**src/rtl/axi3m_sched.sv**
```systemverilog
// axi3m_sched: shares one AXI3 master port among N_REQ single-word requesters and runs one
// single-beat transaction at a time. Define AXI3M_SCHED_RR_EN for round-robin, otherwise fixed priority.
module axi3m_sched #(
  parameter int N_REQ    = 2,
  parameter int id_width = 4
) (
  input  logic                  aclk,
  input  logic                  aresetn,
  input  logic [N_REQ-1:0]      req_valid,
  output logic [N_REQ-1:0]      req_ready,
  input  logic [N_REQ-1:0]      req_we,
  input  logic [32*N_REQ-1:0]   req_addr,
  input  logic [32*N_REQ-1:0]   req_wdata,
  input  logic [4*N_REQ-1:0]    req_wstrb,
  output logic [N_REQ-1:0]      rsp_valid,
  output logic [31:0]           rsp_rdata,
  output logic                  rsp_err,
  output logic [id_width-1:0]   awid,
  output logic [31:0]           awaddr,
  output logic                  awvalid,
  input  logic                  awready,
  output logic [id_width-1:0]   wid,
  output logic [31:0]           wdata,
  output logic [3:0]            wstrb,
  output logic                  wlast,
  output logic                  wvalid,
  input  logic                  wready,
  input  logic [id_width-1:0]   bid,
  input  logic [1:0]            bresp,
  input  logic                  bvalid,
  output logic                  bready,
  output logic [id_width-1:0]   arid,
  output logic [31:0]           araddr,
  output logic                  arvalid,
  input  logic                  arready,
  input  logic [id_width-1:0]   rid,
  input  logic [31:0]           rdata,
  input  logic [1:0]            rresp,
  input  logic                  rlast,
  input  logic                  rvalid,
  output logic                  rready
);

  localparam logic [1:0] RESP_OKAY = 2'b00;

  typedef enum logic [2:0] {
    ST_IDLE = 3'd0,
    ST_AW   = 3'd1,
    ST_W    = 3'd2,
    ST_B    = 3'd3,
    ST_AR   = 3'd4,
    ST_R    = 3'd5,
    ST_RSP  = 3'd6
  } state_t;

  state_t              state_r;
  logic [id_width-1:0] gnt_r;
  logic [id_width-1:0] start_s;
  logic [id_width:0]   pick_s;
  logic [id_width-1:0] win_s;
  logic                hit_s;
  logic                sel_we_s;
  logic [31:0]         sel_addr_s;
  logic [31:0]         sel_wdata_s;
  logic [3:0]          sel_wstrb_s;

  // Scan from start, wrapping modulo N_REQ; returns {hit, index}. The downward loop lets the
  // requester closest to start win.
  function automatic logic [id_width:0] pick_fn(input logic [N_REQ-1:0]    v,
                                                input logic [id_width-1:0] start);
    logic [id_width:0] res;
    logic [N_REQ-1:0]  sh;
    int unsigned       idx;
    res = '0;
    for (int k = N_REQ - 1; k >= 0; k--) begin
      idx = (32'(start) + 32'(k)) % 32'(N_REQ);
      sh  = v >> idx;
      if (sh[0]) begin
        res = {1'b1, id_width'(idx)};
      end else begin
        res = res;
      end
    end
    return res;
  endfunction

`ifdef AXI3M_SCHED_RR_EN
  logic [id_width-1:0] ptr_r;

  // Round-robin pointer: moves past the requester just granted.
  always_ff @(posedge aclk or negedge aresetn) begin
    if (!aresetn) begin
      ptr_r <= '0;
    end else if (state_r == ST_IDLE && hit_s) begin
      ptr_r <= id_width'((32'(win_s) + 32'd1) % 32'(N_REQ));
    end else begin
      ptr_r <= ptr_r;
    end
  end

  assign start_s = ptr_r;
`else
  assign start_s = '0;
`endif

  // Winner selection and payload mux of the winning requester.
  always_comb begin
    pick_s      = pick_fn(req_valid, start_s);
    hit_s       = pick_s[id_width];
    win_s       = pick_s[id_width-1:0];
    sel_we_s    = 1'(req_we >> win_s);
    sel_addr_s  = 32'(req_addr >> {win_s, 5'd0});
    sel_wdata_s = 32'(req_wdata >> {win_s, 5'd0});
    sel_wstrb_s = 4'(req_wstrb >> {win_s, 2'd0});
  end

  // Transaction FSM; every port output is a register of this block.
  always_ff @(posedge aclk or negedge aresetn) begin
    if (!aresetn) begin
      state_r   <= ST_IDLE;
      gnt_r     <= '0;
      req_ready <= '0;
      rsp_valid <= '0;
      rsp_rdata <= 32'd0;
      rsp_err   <= 1'b0;
      awid      <= '0;
      awaddr    <= 32'd0;
      awvalid   <= 1'b0;
      wid       <= '0;
      wdata     <= 32'd0;
      wstrb     <= 4'd0;
      wlast     <= 1'b0;
      wvalid    <= 1'b0;
      bready    <= 1'b0;
      arid      <= '0;
      araddr    <= 32'd0;
      arvalid   <= 1'b0;
      rready    <= 1'b0;
    end else begin
      req_ready <= '0;
      rsp_valid <= '0;
      case (state_r)
        ST_IDLE: begin
          if (hit_s) begin
            gnt_r     <= win_s;
            req_ready <= N_REQ'(1'b1) << win_s;
            if (sel_we_s) begin
              awid    <= win_s;
              wid     <= win_s;
              awaddr  <= sel_addr_s;
              wdata   <= sel_wdata_s;
              wstrb   <= sel_wstrb_s;
              awvalid <= 1'b1;
              state_r <= ST_AW;
            end else begin
              arid    <= win_s;
              araddr  <= sel_addr_s;
              arvalid <= 1'b1;
              state_r <= ST_AR;
            end
          end else begin
            state_r <= ST_IDLE;
          end
        end
        ST_AW: begin
          if (awvalid && awready) begin
            awvalid <= 1'b0;
            wvalid  <= 1'b1;
            wlast   <= 1'b1;
            state_r <= ST_W;
          end else begin
            state_r <= ST_AW;
          end
        end
        ST_W: begin
          if (wvalid && wready) begin
            wvalid  <= 1'b0;
            wlast   <= 1'b0;
            bready  <= 1'b1;
            state_r <= ST_B;
          end else begin
            state_r <= ST_W;
          end
        end
        ST_B: begin
          if (bvalid && bready) begin
            bready    <= 1'b0;
            rsp_rdata <= 32'd0;
            rsp_err   <= (bresp != RESP_OKAY) || (bid != gnt_r);
            rsp_valid <= N_REQ'(1'b1) << gnt_r;
            state_r   <= ST_RSP;
          end else begin
            state_r <= ST_B;
          end
        end
        ST_AR: begin
          if (arvalid && arready) begin
            arvalid <= 1'b0;
            rready  <= 1'b1;
            state_r <= ST_R;
          end else begin
            state_r <= ST_AR;
          end
        end
        ST_R: begin
          if (rvalid && rready) begin
            rready    <= 1'b0;
            rsp_rdata <= rdata;
            rsp_err   <= (rresp != RESP_OKAY) || (rid != gnt_r) || (rlast != 1'b1);
            rsp_valid <= N_REQ'(1'b1) << gnt_r;
            state_r   <= ST_RSP;
          end else begin
            state_r <= ST_R;
          end
        end
        // rsp_valid is high for exactly this state's cycle
        ST_RSP: begin
          state_r <= ST_IDLE;
        end
        default: begin
          state_r <= ST_IDLE;
        end
      endcase
    end
  end

endmodule

```
**config.mk**
```make
export PLATFORM = sky130hd
export DESIGN_NAME = axi3m_sched
export DESIGN_NICKNAME = d
export VERILOG_FILES = /design/src/rtl/axi3m_sched.sv
export SDC_FILE = /design/constraint.sdc
export NUM_CORES = 1
export LEC_CHECK = 0
export BUFFER_PORTS_ARGS = -buffer_cell sky130_fd_sc_hd__buf_2
export CAP_MARGIN = 20
export CORE_AREA = 2 2 136 138
export CTS_CLUSTER_SIZE = 40
export DETAILED_ROUTE_END_ITERATION = 10
export DIE_AREA = 0 0 138 140
export PLACE_DENSITY = 0.69
export RECOVER_POWER = 100
export SLEW_MARGIN = 30
export SYNTH_ARGS = -nofsm -noshare
export SYNTH_HDL_FRONTEND = slang
export SYNTH_SLANG_ARGS = --single-unit
```
**constraint.sdc**
```tcl
create_clock -name aclk -period 1.45 [get_ports aclk]
set_input_delay 0.145 -clock aclk [delete_from_list [all_inputs] [get_ports aclk]]
set_output_delay 0.145 -clock aclk [all_outputs]
set_load 0.01 [all_outputs]
```
==> summary.log <==
qor: outcome.outcome finished with violations
qor: outcome.violations negative setup slack
qor: setup_path.worst_setup_path_end_kind register
qor: pwr.comb_power_share 0.419
qor: setup_path.crit_path_max_fanout 7
qor: floorplan.die-area 19320 um^2
qor: timing.skew 0.006621 ns
qor: route.drc_errors 0
qor: layout.n_fill_cell 1593
qor: clock_network.clk_root_buffer_cell sky130_fd_sc_hd__clkbuf_16
qor: flow_run.cap_viol_max_count 0
qor: placed_design.dp_slack -0.1643 ns
qor: pwr.fin_total_pwr 18850 uW
qor: layout.areaGrowthSynthToFinish 59.01%
qor: timing.finalWorstPathRequiredPeriod 1.624 ns
qor: route.detail_route.vias_per_cell 4.787
qor: global_route.gr-usage-met1 0.2444
qor: timing.setup_ws -0.1739 ns
qor: logic_synthesis.synth_async_sr_flop_share 1.000
qor: timing.setup_viol_count_final 136
qor: logic_synthesis.ys.flop_type sky130_fd_sc_hd__dfrtp_1
qor: floorplan.die_h 140 um
qor: logic_synthesis.synth.lib_cells_used.distinct 39
qor: setup_path.setup.worst_path.class reg -> reg
qor: floorplan.floorplan.core_area 17780 um^2
qor: logic_synthesis.synth-seq-cells 148
qor: logic_synthesis.post_synth_fa_ha_maj_area_fraction 0
qor: logic_synthesis.post_synthesis_instance_total 637
qor: placed_design.gp_congestion 0.7750
qor: global_route.globalRoute.busiestLayer met2
qor: layout.mostFrequentLayoutCells sky130_fd_sc_hd__buf_2 (193), sky130_fd_sc_hd__dfrtp_1 (148), sky130_fd_sc_hd__clkbuf_1 (147)
qor: logic_synthesis.count_of_flip_flops_with_a_built_in_enable_after_synthesis 0
qor: route.detail-route-antenna-nets 0
qor: pwr.irDropWorstVdd 790.8 uV
qor: pwr.pwr-share-clk 0.214
qor: placed_design.place.port_buffers 337
qor: global_route.gr-usage-met3 0.04103
qor: layout.layout.cells.most_common sky130_fd_sc_hd__buf_2
qor: pwr.pint 11510 uW
qor: clock_network.cts_made_buffers 17
qor: timing.timing_hold_violations_final 0
qor: timing.timing.final.crit_share 1.120
qor: route.vias 6238
qor: floorplan.die_w 138 um
qor: global_route.globalRouteOverflowTotal 0
qor: route.drt_pass1_iterations 4
qor: setup_path.setup.worst_path.start_class register
qor: pwr.cellLeakagePower 0.004933 uW
qor: route.totalWireLength 21.48 mm
qor: global_route.first_global_vias 5937
qor: pwr.total_switching_power 7344 uW
qor: clock_network.clkSlewWorstSetupHoldPaths 0.06 ns
qor: pwr.power.sequential.fraction 0.367
qor: global_route.grt_usage 0.1969
qor: clock_network.clock_tree_from_tritoncts yes
qor: timing.timing.max_slew.rel_slack 0.3240
qor: logic_synthesis.yosysWarnings 0
qor: floorplan.starting_density 0.3616
qor: route.wl_per_cell 16.49 um
qor: timing.max_freq 615.8 MHz
qor: timing.pins_over_slew_limit 0
qor: route.detail_route.iter0.violations 240
qor: logic_synthesis.synthesis.area 6429 um^2
qor: clock_network.worstSkewPairLatency 0.41 ns
qor: clock_network.cts_num_sinks 148
qor: pwr.power_density 1844 nW/um^2
qor: clock_network.htree_num_levels 4
qor: layout.num-nets-final 1252
qor: logic_synthesis.synthesized_area_divided_by_synthesized_cell_count 10.09 um^2
qor: clock_network.max-clock-path-buffers 2
qor: timing.tightest_slew 1.014 ns
qor: logic_synthesis.synth_simple_gate_area_share 0.1347
qor: logic_synthesis.yosysSeqAreaShare 0.5761
qor: pwr.p_sw_frac 0.3895
qor: placed_design.dp_hpwl 13.87 mm
qor: hold_path.hp-class in -> reg
qor: logic_synthesis.synth_xor_area_frac 0
qor: global_route.grt_max_degree 58
qor: floorplan.rows 49
qor: floorplan.design.portCount 347
qor: global_route.grt.met2_usage 0.3374
qor: logic_synthesis.muxShareOfSynthArea 0.1059
qor: global_route.grt_first_pass_wirelength 30.39 mm
qor: setup_path.timing.critical_path.required 1.75 ns
qor: setup_path.arrival 1.93 ns
qor: timing.setup_tns -12.53 ns
qor: logic_synthesis.synth_top_family_by_area simple AND/OR/NAND/NOR gates
qor: layout.layout-drive-gt1-share 0.3607
qor: global_route.antenna_violations_before_repair 0
qor: timing.rsz0062_at_grt yes
qor: logic_synthesis.synth_compound_gate_area_share 0.1306
==> kinds of logic after synthesis <==
| family | Yosys count |
|---|---|
| other | 1 |
| multiplexers | 68 |
| buffers and inverters | 58 |
| flip-flops | 148 |
| AO/OA/AOI/OAI | 153 |
| AND/OR/NAND/NOR | 209 |
==> metal layers <==
metal,vias up,wire (um)
met3,35,1185
met2,259,11050
li1,2984,-
met1,2960,8680
met4,0,561
met5,-,0
==> worst max-delay path, cell delays in order (launching register included) <==
cell,delay [ns]
sky130_fd_sc_hd__dfrtp_1,0.40
sky130_fd_sc_hd__buf_4,0.15
sky130_fd_sc_hd__and4b_1,0.31
sky130_fd_sc_hd__o21ai_4,0.09
sky130_fd_sc_hd__buf_12,0.15
sky130_fd_sc_hd__buf_12,0.14
sky130_fd_sc_hd__clkbuf_16,0.16
sky130_fd_sc_hd__nand2_2,0.05
sky130_fd_sc_hd__o21ai_1,0.07
==> timing repair <==
| action | 4_1_cts | 5_1_grt |
|---|---|---|
| pin swaps | 3 | 24 |
| cloned | 4 | 14 |
| setup buffers | 8 | 6 |
| hold buffers | 33 | 1 |
| setup endpoints to repair | 132 | 140 |
| gates resized for setup | 27 | 114 |
| hold endpoints to repair | 100 | 1 |
==> flip-flops by register name, indices dropped and copies added, names as in the netlist <==
signal and count:
rready 1, wstrb 4, araddr 32, wid 1, req_ready 2, awvalid 1
bready 1, awaddr 32, state_r 3, gnt_r 1, rsp_err 1, rsp_valid 2
wdata 32, arvalid 1, arid 1, wvalid 1, rsp_rdata 32
==> cell type report <==
cell class / count / area (um^2) / share of cell area
inverter: 3 / 11.26 / 0.001102
tap: 229 / 286.5 / 0.02803
sequential: 148 / 3704 / 0.3623
multi-input combinational: 440 / 2770 / 0.2710
clock inverter: 13 / 102.6 / 0.01004
antenna: 1 / 2.502 / 0.0002448
timing repair buffer: 450 / 2913 / 0.2849
clock buffer: 19 / 432.9 / 0.04235
==> final timing paths <==
check,depth (start not counted),slack [ns],start,end
setup / recovery,8,-0.17,state_r[1],rsp_rdata[12]
hold / removal,3,0.02,req_we[1],wid[0]
setup reg to reg,8,-0.17,state_r[1],rsp_rdata[12]
hold reg to reg,2,0.47,araddr[0],araddr[0]
max in group asynchronous,3,0.17,aresetn,awaddr[26]
min in group asynchronous,2,0.44,aresetn,awaddr[23]
==> power by group through the flow <==
stage / logic [uW] / registers [uW] / clock network, uW
after floorplan: 2890 / 7520 / 0
after global placement: 6670 / 6770 / 0
after detailed placement: 6860 / 6790 / 0
after CTS: 7330 / 6760 / 4130
after global routing: 8600 / 7140 / 4310
final: 7890 / 6930 / 4030
==> metrics by stage <==
stage               cells  hold slack, ns    util  cell area, um^2
floorplan             645         -0.1506       -             6515
global placement     1204         0.08470  0.4871             8661
detailed placement   1204         0.08196  0.4871             8661
CTS                  1281        0.005579  0.5483             9749
global route         1302         0.02158  0.5748            10220
finish               1303         0.02454  0.5749            10220
==> synthesized netlist by cell type (all sizes together), types with 2 or more instances <==
master | n | area [um^2]
inv | 3 | 11.26
o21ai | 70 | 350.3
clkbuf | 11 | 41.29
buf | 44 | 282.8
nand4 | 2 | 12.51
o31ai | 2 | 15.01
nand3 | 2 | 10.01
dfrtp | 148 | 3704
a31oi | 2 | 12.51
mux2i | 68 | 680.7
nand2 | 110 | 412.9
nor3 | 2 | 10.01
nand3b | 3 | 22.52
or3 | 2 | 17.52
nor2b | 3 | 18.77
a21oi | 73 | 414.2
nand2b | 2 | 12.51
and4b | 2 | 20.02
nor2 | 74 | 277.8
(Power assumes the default switching activity.)
